==> config.mk <==
export PLATFORM = sky130hd
export DESIGN_NAME = lib_cntr_monitor_flat
export DESIGN_NICKNAME = d
export VERILOG_FILES = /design/src/rtl/lib_cntr_monitor_if.sv /design/src/rtl/lib_cntr_monitor.sv /design/src/flat_wrapper.sv
export SDC_FILE = /design/constraint.sdc
export NUM_CORES = 1
export LEC_CHECK = 0
export BUFFER_PORTS_ARGS = -buffer_cell sky130_fd_sc_hd__buf_2
export CELL_PAD_IN_SITES_DETAIL_PLACEMENT = 0
export CELL_PAD_IN_SITES_GLOBAL_PLACEMENT = 1
export CORE_AREA = 5 5 66 68
export CTS_CLUSTER_DIAMETER = 30
export DETAILED_ROUTE_END_ITERATION = 7
export DIE_AREA = 0 0 71 73
export PLACE_DENSITY = 0.84
export SYNTH_ARGS = -nofsm -noshare
export SYNTH_HDL_FRONTEND = slang
export SYNTH_SLANG_ARGS = --single-unit
==> constraint.sdc <==
create_clock -name CLK -period 2.7 [get_ports CLK]
set_input_delay 0.54 -clock CLK [delete_from_list [all_inputs] [get_ports CLK]]
set_output_delay 0.54 -clock CLK [all_outputs]
set_load 0.03 [all_outputs]
==> src/rtl/lib_cntr_monitor_if.sv <==
// Signal bundle between the session controller / counter stage (master) and lib_cntr_monitor (slave).
interface lib_cntr_monitor_if #(
   parameter int WIDTH     = 3,
   parameter int ERR_CNT_W = 8
);
   logic                 START;
   logic                 STOP;
   logic                 CLR_ERR;
   logic                 SELECT_3;
   logic [WIDTH-1:0]     CNTR_IN1;
   logic [WIDTH-1:0]     CNTR_IN2;
   logic [WIDTH-1:0]     CNTR_IN3;
   logic                 DIV_IN;
   logic                 BUSY;
   logic                 LOCKED;
   logic                 ERR;
   logic [3:0]           ERR_MASK;
   logic [ERR_CNT_W-1:0] ERR_CNT;

   modport master (
      output START, STOP, CLR_ERR, SELECT_3, CNTR_IN1, CNTR_IN2, CNTR_IN3, DIV_IN,
      input  BUSY, LOCKED, ERR, ERR_MASK, ERR_CNT
   );

   modport slave (
      input  START, STOP, CLR_ERR, SELECT_3, CNTR_IN1, CNTR_IN2, CNTR_IN3, DIV_IN,
      output BUSY, LOCKED, ERR, ERR_MASK, ERR_CNT
   );
endinterface

==> src/rtl/lib_cntr_monitor.sv <==
// Checks that the three counters step by +1 and the divided clock toggles; sticky per-channel errors.
// Mismatch in cycle N shows on the outputs in cycle N+1; no backpressure, samples every cycle.
module lib_cntr_monitor #(
   parameter int WIDTH       = 3,
   parameter int ERR_CNT_W   = 8,
   parameter int SYNC_CYCLES = 2
) (
   input  logic              CLK,
   input  logic              RST,
   lib_cntr_monitor_if.slave mon
);
   typedef enum logic [1:0] {IDLE, SYNC, CHECK} state_t;

   localparam logic [3:0]           SYNC_LAST = 4'(SYNC_CYCLES - 1);
   localparam logic [WIDTH-1:0]     ONE       = WIDTH'(1);
   localparam logic [ERR_CNT_W-1:0] CNT_ONE   = ERR_CNT_W'(1);

   state_t               state_q;
   logic [3:0]           sync_cnt_q;
   logic [WIDTH-1:0]     prev1_q, prev2_q, prev3_q;
   logic                 prev_div_q, prev_sel_q;
   logic                 busy_q, locked_q, err_q;
   logic [3:0]           err_mask_q;
   logic [ERR_CNT_W-1:0] err_cnt_q;

   logic [WIDTH-1:0]     exp1_d, exp2_d, exp3_d;
   logic [3:0]           mis_d;
   logic                 any_mis_d;

   always_comb begin
      exp1_d = prev1_q + ONE;
      exp2_d = prev2_q + ONE;
      exp3_d = prev3_q + ONE;
      mis_d  = '0;
      if (state_q == CHECK) begin
         mis_d[0] = (mon.CNTR_IN1 != exp1_d);
         mis_d[1] = (mon.CNTR_IN2 != exp2_d);
         // ch3 is only meaningful once the mux has selected the counter for two cycles running
         mis_d[2] = mon.SELECT_3 && prev_sel_q && (mon.CNTR_IN3 != exp3_d);
         mis_d[3] = (mon.DIV_IN != ~prev_div_q);
      end
      any_mis_d = |mis_d;
   end

   always_ff @(posedge CLK) begin
      if (RST) begin
         state_q    <= IDLE;
         sync_cnt_q <= '0;
         prev1_q    <= '0;
         prev2_q    <= '0;
         prev3_q    <= '0;
         prev_div_q <= 1'b0;
         prev_sel_q <= 1'b0;
         busy_q     <= 1'b0;
         locked_q   <= 1'b0;
         err_q      <= 1'b0;
         err_mask_q <= '0;
         err_cnt_q  <= '0;
      end else begin
         busy_q   <= (state_q != IDLE);
         locked_q <= (state_q == CHECK);

         case (state_q)
            IDLE: begin
               if (mon.START && !mon.STOP) begin
                  state_q    <= SYNC;
                  sync_cnt_q <= '0;
               end
            end
            SYNC: begin
               if (mon.STOP)
                  state_q <= IDLE;
               else if (sync_cnt_q == SYNC_LAST)
                  state_q <= CHECK;
               else
                  sync_cnt_q <= sync_cnt_q + 4'd1;
            end
            CHECK: begin
               if (mon.STOP)
                  state_q <= IDLE;
            end
            default: state_q <= IDLE;
         endcase

         if (state_q != IDLE) begin
            prev1_q    <= mon.CNTR_IN1;
            prev2_q    <= mon.CNTR_IN2;
            prev3_q    <= mon.CNTR_IN3;
            prev_div_q <= mon.DIV_IN;
            prev_sel_q <= mon.SELECT_3;
         end

         // a clear coinciding with a fresh mismatch keeps only the fresh one
         if (mon.CLR_ERR) begin
            err_q      <= any_mis_d;
            err_mask_q <= mis_d;
            err_cnt_q  <= any_mis_d ? CNT_ONE : '0;
         end else begin
            err_q      <= err_q | any_mis_d;
            err_mask_q <= err_mask_q | mis_d;
            if (any_mis_d && (err_cnt_q != '1))
               err_cnt_q <= err_cnt_q + CNT_ONE;
         end
      end
   end

   assign mon.BUSY     = busy_q;
   assign mon.LOCKED   = locked_q;
   assign mon.ERR      = err_q;
   assign mon.ERR_MASK = err_mask_q;
   assign mon.ERR_CNT  = err_cnt_q;
endmodule
==> src/flat_wrapper.sv <==
// flat-port wrapper written by rule: the top's interface ports become plain ports
module lib_cntr_monitor_flat 
#(
   parameter int WIDTH       = 3,
   parameter int ERR_CNT_W   = 8,
   parameter int SYNC_CYCLES = 2
)
  (CLK, RST, mon_START, mon_STOP, mon_CLR_ERR, mon_SELECT_3, mon_CNTR_IN1, mon_CNTR_IN2, mon_CNTR_IN3, mon_DIV_IN, mon_BUSY, mon_LOCKED, mon_ERR, mon_ERR_MASK, mon_ERR_CNT);
  lib_cntr_monitor_if #(.WIDTH(WIDTH), .ERR_CNT_W(ERR_CNT_W)) mon_i ();
  input  logic CLK;
  input  logic RST;
  input wire logic [$bits(mon_i.START)-1:0] mon_START;
  input wire logic [$bits(mon_i.STOP)-1:0] mon_STOP;
  input wire logic [$bits(mon_i.CLR_ERR)-1:0] mon_CLR_ERR;
  input wire logic [$bits(mon_i.SELECT_3)-1:0] mon_SELECT_3;
  input wire logic [$bits(mon_i.CNTR_IN1)-1:0] mon_CNTR_IN1;
  input wire logic [$bits(mon_i.CNTR_IN2)-1:0] mon_CNTR_IN2;
  input wire logic [$bits(mon_i.CNTR_IN3)-1:0] mon_CNTR_IN3;
  input wire logic [$bits(mon_i.DIV_IN)-1:0] mon_DIV_IN;
  output wire logic [$bits(mon_i.BUSY)-1:0] mon_BUSY;
  output wire logic [$bits(mon_i.LOCKED)-1:0] mon_LOCKED;
  output wire logic [$bits(mon_i.ERR)-1:0] mon_ERR;
  output wire logic [$bits(mon_i.ERR_MASK)-1:0] mon_ERR_MASK;
  output wire logic [$bits(mon_i.ERR_CNT)-1:0] mon_ERR_CNT;
  assign mon_i.START = mon_START;
  assign mon_i.STOP = mon_STOP;
  assign mon_i.CLR_ERR = mon_CLR_ERR;
  assign mon_i.SELECT_3 = mon_SELECT_3;
  assign mon_i.CNTR_IN1 = mon_CNTR_IN1;
  assign mon_i.CNTR_IN2 = mon_CNTR_IN2;
  assign mon_i.CNTR_IN3 = mon_CNTR_IN3;
  assign mon_i.DIV_IN = mon_DIV_IN;
  assign mon_BUSY = mon_i.BUSY;
  assign mon_LOCKED = mon_i.LOCKED;
  assign mon_ERR = mon_i.ERR;
  assign mon_ERR_MASK = mon_i.ERR_MASK;
  assign mon_ERR_CNT = mon_i.ERR_CNT;
  lib_cntr_monitor #(.WIDTH(WIDTH), .ERR_CNT_W(ERR_CNT_W), .SYNC_CYCLES(SYNC_CYCLES)) u_core (.CLK(CLK), .RST(RST), .mon(mon_i));
endmodule
Word-level counts from Yosys, hierarchy flattened --
Cells that the tools add are included.
Word-level totals: bits in registers 32, latch bits 0, bits in writable memories 0, bits in read-only memories 0, input port bits 16, output and inout port bits 15, word-level logic and storage cells 60, memories 0
Cells by class: $add $sub $neg 5, multipliers 0, divide/modulo/power cells 0, order comparisons 0, equal/unequal tests 13, shifts and indexed selects 0, mux-type cells 15, bitwise gates (word level) 3, reductions and logical operators 12
Operators by type and width (count):
- $mux 4 | 5
- $mux 8 | 2
- $add 3x1->3 const B | 3
- $ne 3x3->1 | 3
- $add 8x1->8 const B | 1
- $mux 2 | 4
- $ne 8x8->1 const B | 1
- $pmux 4 s2 | 1
- $ne 2x2->1 const B | 3
- $pmux 2 s3 | 1
- $reduce_bool 2->1 | 3
- $add 4x1->4 const B | 1
- $eq 4x1->1 const B | 1
- $logic_and 1x1->1 | 4
- $or 4x4->4 | 1
- $reduce_and 4->1 | 1
- $reduce_or 4->1 | 1
- $ne 3x2->1 const B | 1
- $reduce_and 3->1 | 1
- $eq 2x1->1 const B | 1
- $eq 2x2->1 const B | 1
- $logic_not 2->1 | 1
- $mux 1 | 2
- $ne 2x1->1 const B | 1
- 4 further kinds | 4

Depth between registers and ports, before layout --
Gate-level depths: netlist of the first run.
depth after elaboration 8, mapped depth 7, depth with buffers taken out 6

Worst setup path before layout of the first run --
OpenSTA, ideal clock, no wires.
path type input to register, start input port mon_CNTR_IN3[2], end register u_core.err_cnt_q[7], in the netlist u_core.mon.ERR_CNT[7], library setup time 0.115 ns, data arrival time 1.841 ns, required time 2.585 ns, setup slack 0.743 ns, cell stages on the path 5, buffers on the path 0, cells stage by stage xnor3_2 a31oi_4 o31ai_2 or4_1 and3_1
On the way: cells in the longest elaborated chain, start to end 6
RTL lines:
- start, declared | line flat_wrapper.sv:18 | input wire logic [$bits(mon_i.CNTR_IN3)-1:0] mon_CNTR_IN3;
- $ne 3x3->1 | line lib_cntr_monitor.sv:39 | mis_d[2] = mon.SELECT_3 && prev_sel_q && (mon.CNTR_IN3 != exp3_d);
- $logic_and 1x1->1 | line lib_cntr_monitor.sv:39
- $mux 4 | line lib_cntr_monitor.sv:35 | if (state_q == CHECK) begin
- $reduce_or 4->1 | line lib_cntr_monitor.sv:42 | any_mis_d = |mis_d;
- $logic_and 1x1->1 | line lib_cntr_monitor.sv:101 | if (any_mis_d && (err_cnt_q != '1))
- $reduce_bool 2->1 (no source line)
- end signal, assigned | line lib_cntr_monitor.sv:97 | err_cnt_q <= any_mis_d ? CNT_ONE : '0;
- end signal, assigned | line lib_cntr_monitor.sv:102 | err_cnt_q <= err_cnt_q + CNT_ONE;
- end, declared | line lib_cntr_monitor.sv:24 | logic [ERR_CNT_W-1:0] err_cnt_q;
No other way between the ends. A chain may end at the register's enable or synchronous reset.

Worst setup path in the final report of the first run --
start register u_core.prev3_q[0], end register u_core.err_cnt_q[7], in the netlist u_core.mon.ERR_CNT[7]
On the way: cells in the longest elaborated chain, start to end 7
RTL lines:
- start, declared | line lib_cntr_monitor.sv:20 | logic [WIDTH-1:0] prev1_q, prev2_q, prev3_q;
- start signal, assigned | line lib_cntr_monitor.sv:88 | prev3_q <= mon.CNTR_IN3;
- $add 3x1->3 | line lib_cntr_monitor.sv:33 | exp3_d = prev3_q + ONE;
- $ne 3x3->1 | line lib_cntr_monitor.sv:39
- $logic_and 1x1->1 | line lib_cntr_monitor.sv:39
- $mux 4 | line lib_cntr_monitor.sv:35
- $reduce_or 4->1 | line lib_cntr_monitor.sv:42
- $logic_and 1x1->1 | line lib_cntr_monitor.sv:101
- $reduce_bool 2->1 (no source line)
No other way between the ends.

==> results of run 1 <==
-- stage by stage --
| step | power (µW) | cell area [µm²] |
|---|---|---|
| final | 967 | 1820 |
| after global routing | 1010 | 1820 |
| after CTS | 980 | 1820 |
| after detailed placement | 609 | 1730 |
| after global placement | 607 | 1730 |
| after floorplan | 578 | 1530 |
-- where the power goes --
| part | leakage (µW) | internal, µW | total (µW) | switching [µW] |
|---|---|---|---|---|
| clock network | 0.0000455 | 208 | 370 | 162 |
| logic | 0.000406 | 43.7 | 103 | 59.4 |
| registers | 0.000259 | 485 | 495 | 9.31 |
| total | 0.000710 | 737 | 967 | 231 |
-- flip-flops by register name (all words and copies together) (netlist names) --
name,count
u_core.mon.ERR_MASK,4
u_core.prev3_q,3
u_core.prev_sel_q,1
u_core.state_q,2
u_core.mon.ERR_CNT,8
u_core.mon.BUSY,1
u_core.mon.LOCKED,1
u_core.mon.ERR,1
u_core.prev_div_q,1
u_core.prev1_q,3
u_core.sync_cnt_q,4
u_core.prev2_q,3
-- final timing paths --
| kind | start | end | slack [ps] |
|---|---|---|---|
| setup / recovery | u_core.prev3_q[0]$_SDFFE_PP0N_ | u_core.mon.ERR_CNT[7]$_SDFFE_PP0P_ | 680 |
| hold / removal | u_core.prev1_q[1]$_SDFFE_PP0N_ | u_core.prev1_q[1]$_SDFFE_PP0N_ | 460 |
| setup reg to reg | u_core.prev3_q[0]$_SDFFE_PP0N_ | u_core.mon.ERR_CNT[7]$_SDFFE_PP0P_ | 680 |
| hold reg to reg | u_core.prev1_q[1]$_SDFFE_PP0N_ | u_core.prev1_q[1]$_SDFFE_PP0N_ | 460 |
-- final cells by class --
type / instances / area [µm²] / area share, %
clock buffer: 8 / 90.1 / 4.96
inverter: 4 / 15.0 / 0.827
multi-input combinational: 129 / 850 / 46.8
sequential: 32 / 641 / 35.3
tap: 50 / 62.6 / 3.45
timing repair buffer: 31 / 158 / 8.68
-- routing by layer --
metal,vias to the layer above,GRT usage [%]
met5,-,0
met1,581,15.3
li1,668,-
met2,34,20.2
met3,7,3.99
met4,0,5.64
-- placed cells by master (no fill, tap or decap), types with 2 or more instances in the layout --
| master | synthesis | layout |
|---|---|---|
| a21oi_1 | 19 | 19 |
| a22oi_1 | 2 | 2 |
| and3_1 | 2 | 2 |
| buf_2 | 0 | 30 |
| clkbuf_1 | 5 | 2 |
| clkbuf_8 | 0 | 6 |
| dfxtp_1 | 32 | 32 |
| ha_1 | 6 | 6 |
| inv_1 | 4 | 4 |
| nand2_1 | 30 | 30 |
| nand2b_1 | 2 | 2 |
| nand3_1 | 3 | 3 |
| nand4_1 | 2 | 2 |
| nor2_1 | 13 | 13 |
| nor3_1 | 3 | 3 |
| o211ai_1 | 2 | 2 |
| o21ai_0 | 4 | 4 |
| or2_2 | 2 | 2 |
| or3_1 | 5 | 5 |
| xnor2_1 | 4 | 4 |
| xnor3_1 | 2 | 2 |
| xor2_1 | 5 | 5 |
-- critical path, stage by stage, from the launching register on --
cell,delay (ps)
dfxtp_1,330
ha_1,310
xnor2_1,160
a31oi_4,220
o31ai_2,90
buf_4,180
or4_1,450
and3_1,180
-- kinds of logic after synthesis --
family	count (synthesis)	share of synthesized area, %
buffers and inverters	10	2.70
flip-flops	32	41.8
adder cells (fa/ha/maj)	6	4.90
AND/OR/NAND/NOR	69	21.8
XOR/XNOR	12	9.64
AO/OA/AOI/OAI	42	19.1
==> impl_metrics.ini, run 1 <==
[timing]
rsz0062_at_grt = no
whs_ps = 458
worstMarginPinSlew_ps = 827
fmax_ghz = 0.494
finalCritPeriodShare_pct = 74.9
setup_tns_ps = 0
final-setup-viol-count = 0
fin_skew_ps = 4.62
maxSlewViolCount = 0
period_needed_ps = 2020
hold_viol_final = 0
relSlewSlack_pct = 44.7
fin_ws_ps = 677

[synth]
synthFlopType = dfxtp_1
synth.area.top_cells = dfxtp_1 42%, nand2_1 7.4%, a21oi_1 6.2%
synthCells = 171
yosys_warnings = 0
yosysTopAreaCellShare_pct = 41.8
ys_ff_latch = 32
postSynthAreaPerCell_um2 = 8.96
synth_most_common_cell = dfxtp_1
synthTopCellsByCount = 32 x dfxtp_1, 30 x nand2_1, 19 x a21oi_1
synth.distinct_cells = 44
synth_nets = 193
ys_seq_area_share_pct = 41.8
synth_area_um2 = 1530
synth-async-reset-ratio_pct = 0
synth_edf_count = 0
synth_top_area_cell = dfxtp_1

[routing]
detail-route-antenna-nets = 0
route.vias.total = 1290
routed_via_density = 5.08
drtIter0Drc = 76
wl_mm = 3.15
met1_length_mm = 1.43
met3_length_um = 212
wire_per_inst_um = 12.4
top_layer = met4
wl_met2_mm = 1.45
remaining_drc_errors = 0
firstDrtPassIters = 4

[placed_design]
gp_congestion = 0.729
dp_cells = 246
dp_hpwl_mm = 2.31
place_ws_ps = 440
portBuffers = 30

[global_route]
overflow = 0
track_usage_pct = 12.5
grt_antenna_before_repair = 0
grt_max_degree = 28
first_global_vias = 1156
grt_pass1_wl_mm = 5.11

[clocking]
holdBufCountCts = 0
numCtsBuffers = 5
clk_pin_slew_ps = 60
clockRootBuffer = clkbuf_8
clock_latency_ps = 280
htree_num_levels = 2
cts.path.max_buffers = 2
cts_num_sinks = 32
cts_tree = yes
cts_resized = 0
cts_setup_buffers = 0

[worst_setup_path]
worstPathRequired_ps = 2880
crit_type = flop to flop
cp_max_fo = 13
startpoint_type = flop
worstPathArrival_ps = 2200
endpoint_kind = flop
reg2regPathDepth = 7

[power_and_ir_drop]
p_leak_uw = 0.000710
peakVddDrop_v = 0.000374
power_density_nw_per_um2 = 533

[floorplanning]
initial_utilization_pct = 40.3
core_area_um2 = 3800
rows = 23
ios = 31
dieArea_um2 = 5180
die_x_um = 71
die_h_um = 73

[finish]
area_delta_synth_final_pct = 18.5
insertedDiodeCount = 0
fill_cells = 399
instances_no_fill = 254
drive_gt1_share_pct = 23.5
final_core_util_pct = 47.8
nNetsFinal = 225

[flow_run]
maxCapViolCount = 0

[hold_path]
min_path_type = flop to flop
min_path_cells = 2

[run_status]
status = finished clean
Note: power is estimated with default switching activity, not from simulation.
==> inputs of run 2 (changes only) <==
- ABC_AREA: default -> 1
- CORE_AREA: 5 5 66 68 -> 5 5 75 77
- DIE_AREA: 0 0 71 73 -> 0 0 80 82
- PLACE_DENSITY: 0.84 -> 0.75
- clock period: 2.7 -> 1.79 ns (I/O delays scaled with it)
==> run 2 against run 1 <==
Against the previous run:
- critical path depth rose by 5
- clock power up 58%
- sequential share of layout area down 3.2 points
- hold slack worse by 140 ps
- core utilization fell by 7.3 points
- combinational power rose by 87%
- wire length rose by 15%
- design area rose by 10%
- total power is 59% higher
- first-iteration DRC count is 20% lower
- fmax grew 20%
- count of clock-buffer cells in the layout decreased by 2
==> impl_metrics.ini, run 2 <==
[timing]
fmax_ghz = 0.592
worstMarginPinSlew_ps = 441
final-setup-viol-count = 0
relSlewSlack_pct = 70.5
fin_skew_ps = 7.03
hold_viol_final = 0
setup_tns_ps = 0
period_needed_ps = 1690
maxSlewViolCount = 0
finalCritPeriodShare_pct = 94.3

[synth]
synthCells = 236
synth_edf_count = 0
ys_ff_latch = 32
synth_nets = 258
yosys_warnings = 0
synth_most_common_cell = nand2_1
postSynthAreaPerCell_um2 = 6.82
ys_seq_area_share_pct = 39.8
yosysTopAreaCellShare_pct = 39.8
synth.distinct_cells = 26
synthTopCellsByCount = 56 x nand2_1, 36 x inv_1, 32 x dfxtp_1
synth.area.top_cells = dfxtp_1 40%, nand2_1 13%, inv_1 8.4%
synth-async-reset-ratio_pct = 0
synthFlopType = dfxtp_1
synth_area_um2 = 1610
synth_top_area_cell = dfxtp_1

[global_route]
track_usage_pct = 12.0
grt_antenna_before_repair = 0
overflow = 0
grt_pass1_wl_mm = 6.12
first_global_vias = 1435
grt_max_degree = 15

[clocking]
holdBufCountCts = 0
cts_num_sinks = 32
cts_tree = yes
htree_num_levels = 2
cts.path.max_buffers = 2
clk_pin_slew_ps = 70
clockRootBuffer = clkbuf_8
clock_latency_ps = 290
cts_setup_buffers = 0
numCtsBuffers = 5

[routing]
detail-route-antenna-nets = 0
drtIter0Drc = 61
wl_mm = 3.63
routed_via_density = 4.49
remaining_drc_errors = 0
firstDrtPassIters = 4
route.vias.total = 1546
wire_per_inst_um = 10.5

[floorplanning]
core_area_um2 = 4940
rows = 26
die_h_um = 82
ios = 31
initial_utilization_pct = 32.6
die_x_um = 80
dieArea_um2 = 6560

[worst_setup_path]
cp_max_fo = 5
path_cells = ha_1 -> inv_1 -> nand2_1 -> nand2_1 -> nor2_1 -> nand2_1 -> nand2_2 -> nand2_2 -> o21ai_4 -> inv_2 -> o21ai_2 -> nor2_1
crit_type = flop to flop
crit_path_top_delay_cell = dfxtp_1
endpoint_kind = flop
worstPathRequired_ps = 1980
path_common_cell = nand2_1
critPathMaxStageDelay_ps = 340
worstPathArrival_ps = 1880
startpoint_type = flop

[finish]
fill_cells = 554
nNetsFinal = 295
fin_area_um2 = 2000
final_core_util_pct = 40.5
area_delta_synth_final_pct = 24.4
final_cell_mix = 53 x nand2_1, 36 x inv_1, 30 x buf_2, 30 x dfxtp_1, 22 x nor2_1
drive_gt1_share_pct = 23.4
instances_no_fill = 344
insertedDiodeCount = 0
largest_reg_flops = 8
final_common_cell = nand2_1

[hold_path]
min_path_type = input port to flop

[placed_design]
gp_congestion = 0.773
dp_cells = 335
place_area_um2 = 1860
portBuffers = 30
dp_hpwl_mm = 2.70

[power_and_ir_drop]
p_leak_uw = 0.000949
power_density_nw_per_um2 = 768
peakVddDrop_v = 0.000494

[flow_run]
maxCapViolCount = 0

[run_status]
status = finished clean
-- run 2: power breakdown --
group	total (µW)	leakage (µW)	internal [µW]	switching, µW
Combinational	193	0.000637	75.2	118
Sequential	759	0.000261	740	19.3
Clock	586	0.0000510	307	279
Total	1540	0.000949	1120	416
-- run 2: worst paths after layout --
path                                startpoint                                 end  slack (ps)  cells after the start
min reg2reg  u_core.mon.ERR_MASK[3]$_SDFF_PP0_   u_core.mon.ERR_MASK[3]$_SDFF_PP0_         460                      2
min                            mon_CNTR_IN3[1]      u_core.prev3_q[1]$_SDFFE_PP0N_         320                      3
max             u_core.prev3_q[0]$_SDFFE_PP0N_  u_core.mon.ERR_CNT[1]$_SDFFE_PP0P_         100                     12
max reg2reg     u_core.prev3_q[0]$_SDFFE_PP0N_  u_core.mon.ERR_CNT[1]$_SDFFE_PP0P_         100                     12
-- run 2: stage by stage --
step	worst slack (ps)	power, µW	hold slack (ps)
after floorplan	63.0	897	436
after global placement	29.0	956	445
after detailed placement	15.4	957	451
after CTS	29.5	1550	308
after global routing	-22.4	1620	333
final	101	1540	318
-- run 2: final cells by class --
cell class	count	area, µm²	share of cell area [%]
multi-input cells	162	861	43.0
flip-flops and latches	32	643	32.1
repair buffers	33	173	8.62
inverters	39	146	7.31
well taps	70	87.6	4.37
clock buffers	6	82.6	4.12
clock inverters	2	10.0	0.500
-- run 2: repair_timing --
action,in CTS,in global routing
cloned,1,0
setup endpoints to repair,3,8
resized for setup,0,10
pin swaps,1,5
-- run 2: layer usage --
metal / GRT usage (%) / routed length [µm] / up-vias / share of wire, %
met2: 19.5 / 1700 / 25 / 47
met5: 0 / 0 / - / 0
met3: 3.95 / 173 / 5 / 4.8
li1: - / - / 821 / -
met4: 5.07 / 64 / 0 / 1.8
met1: 14.6 / 1680 / 695 / 46
-- run 2: logic make-up after synthesis --
group	after synthesis	share of synthesized area (%)
flops	32	39.8
fa+ha+maj	6	4.66
xor+xnor	3	1.63
simple gates	105	27.7
compound gates	47	16.2
buf+inv	43	10.0
-- run 2: worst max-delay path: cells and delay by family (launching register included) --
family	cells	cell delay, ps
DFF	1	340
AOI/OAI and AO/OA	2	360
buffers and inverters	2	130
and+or+nand+nor	7	460
adders and majority gates	1	300
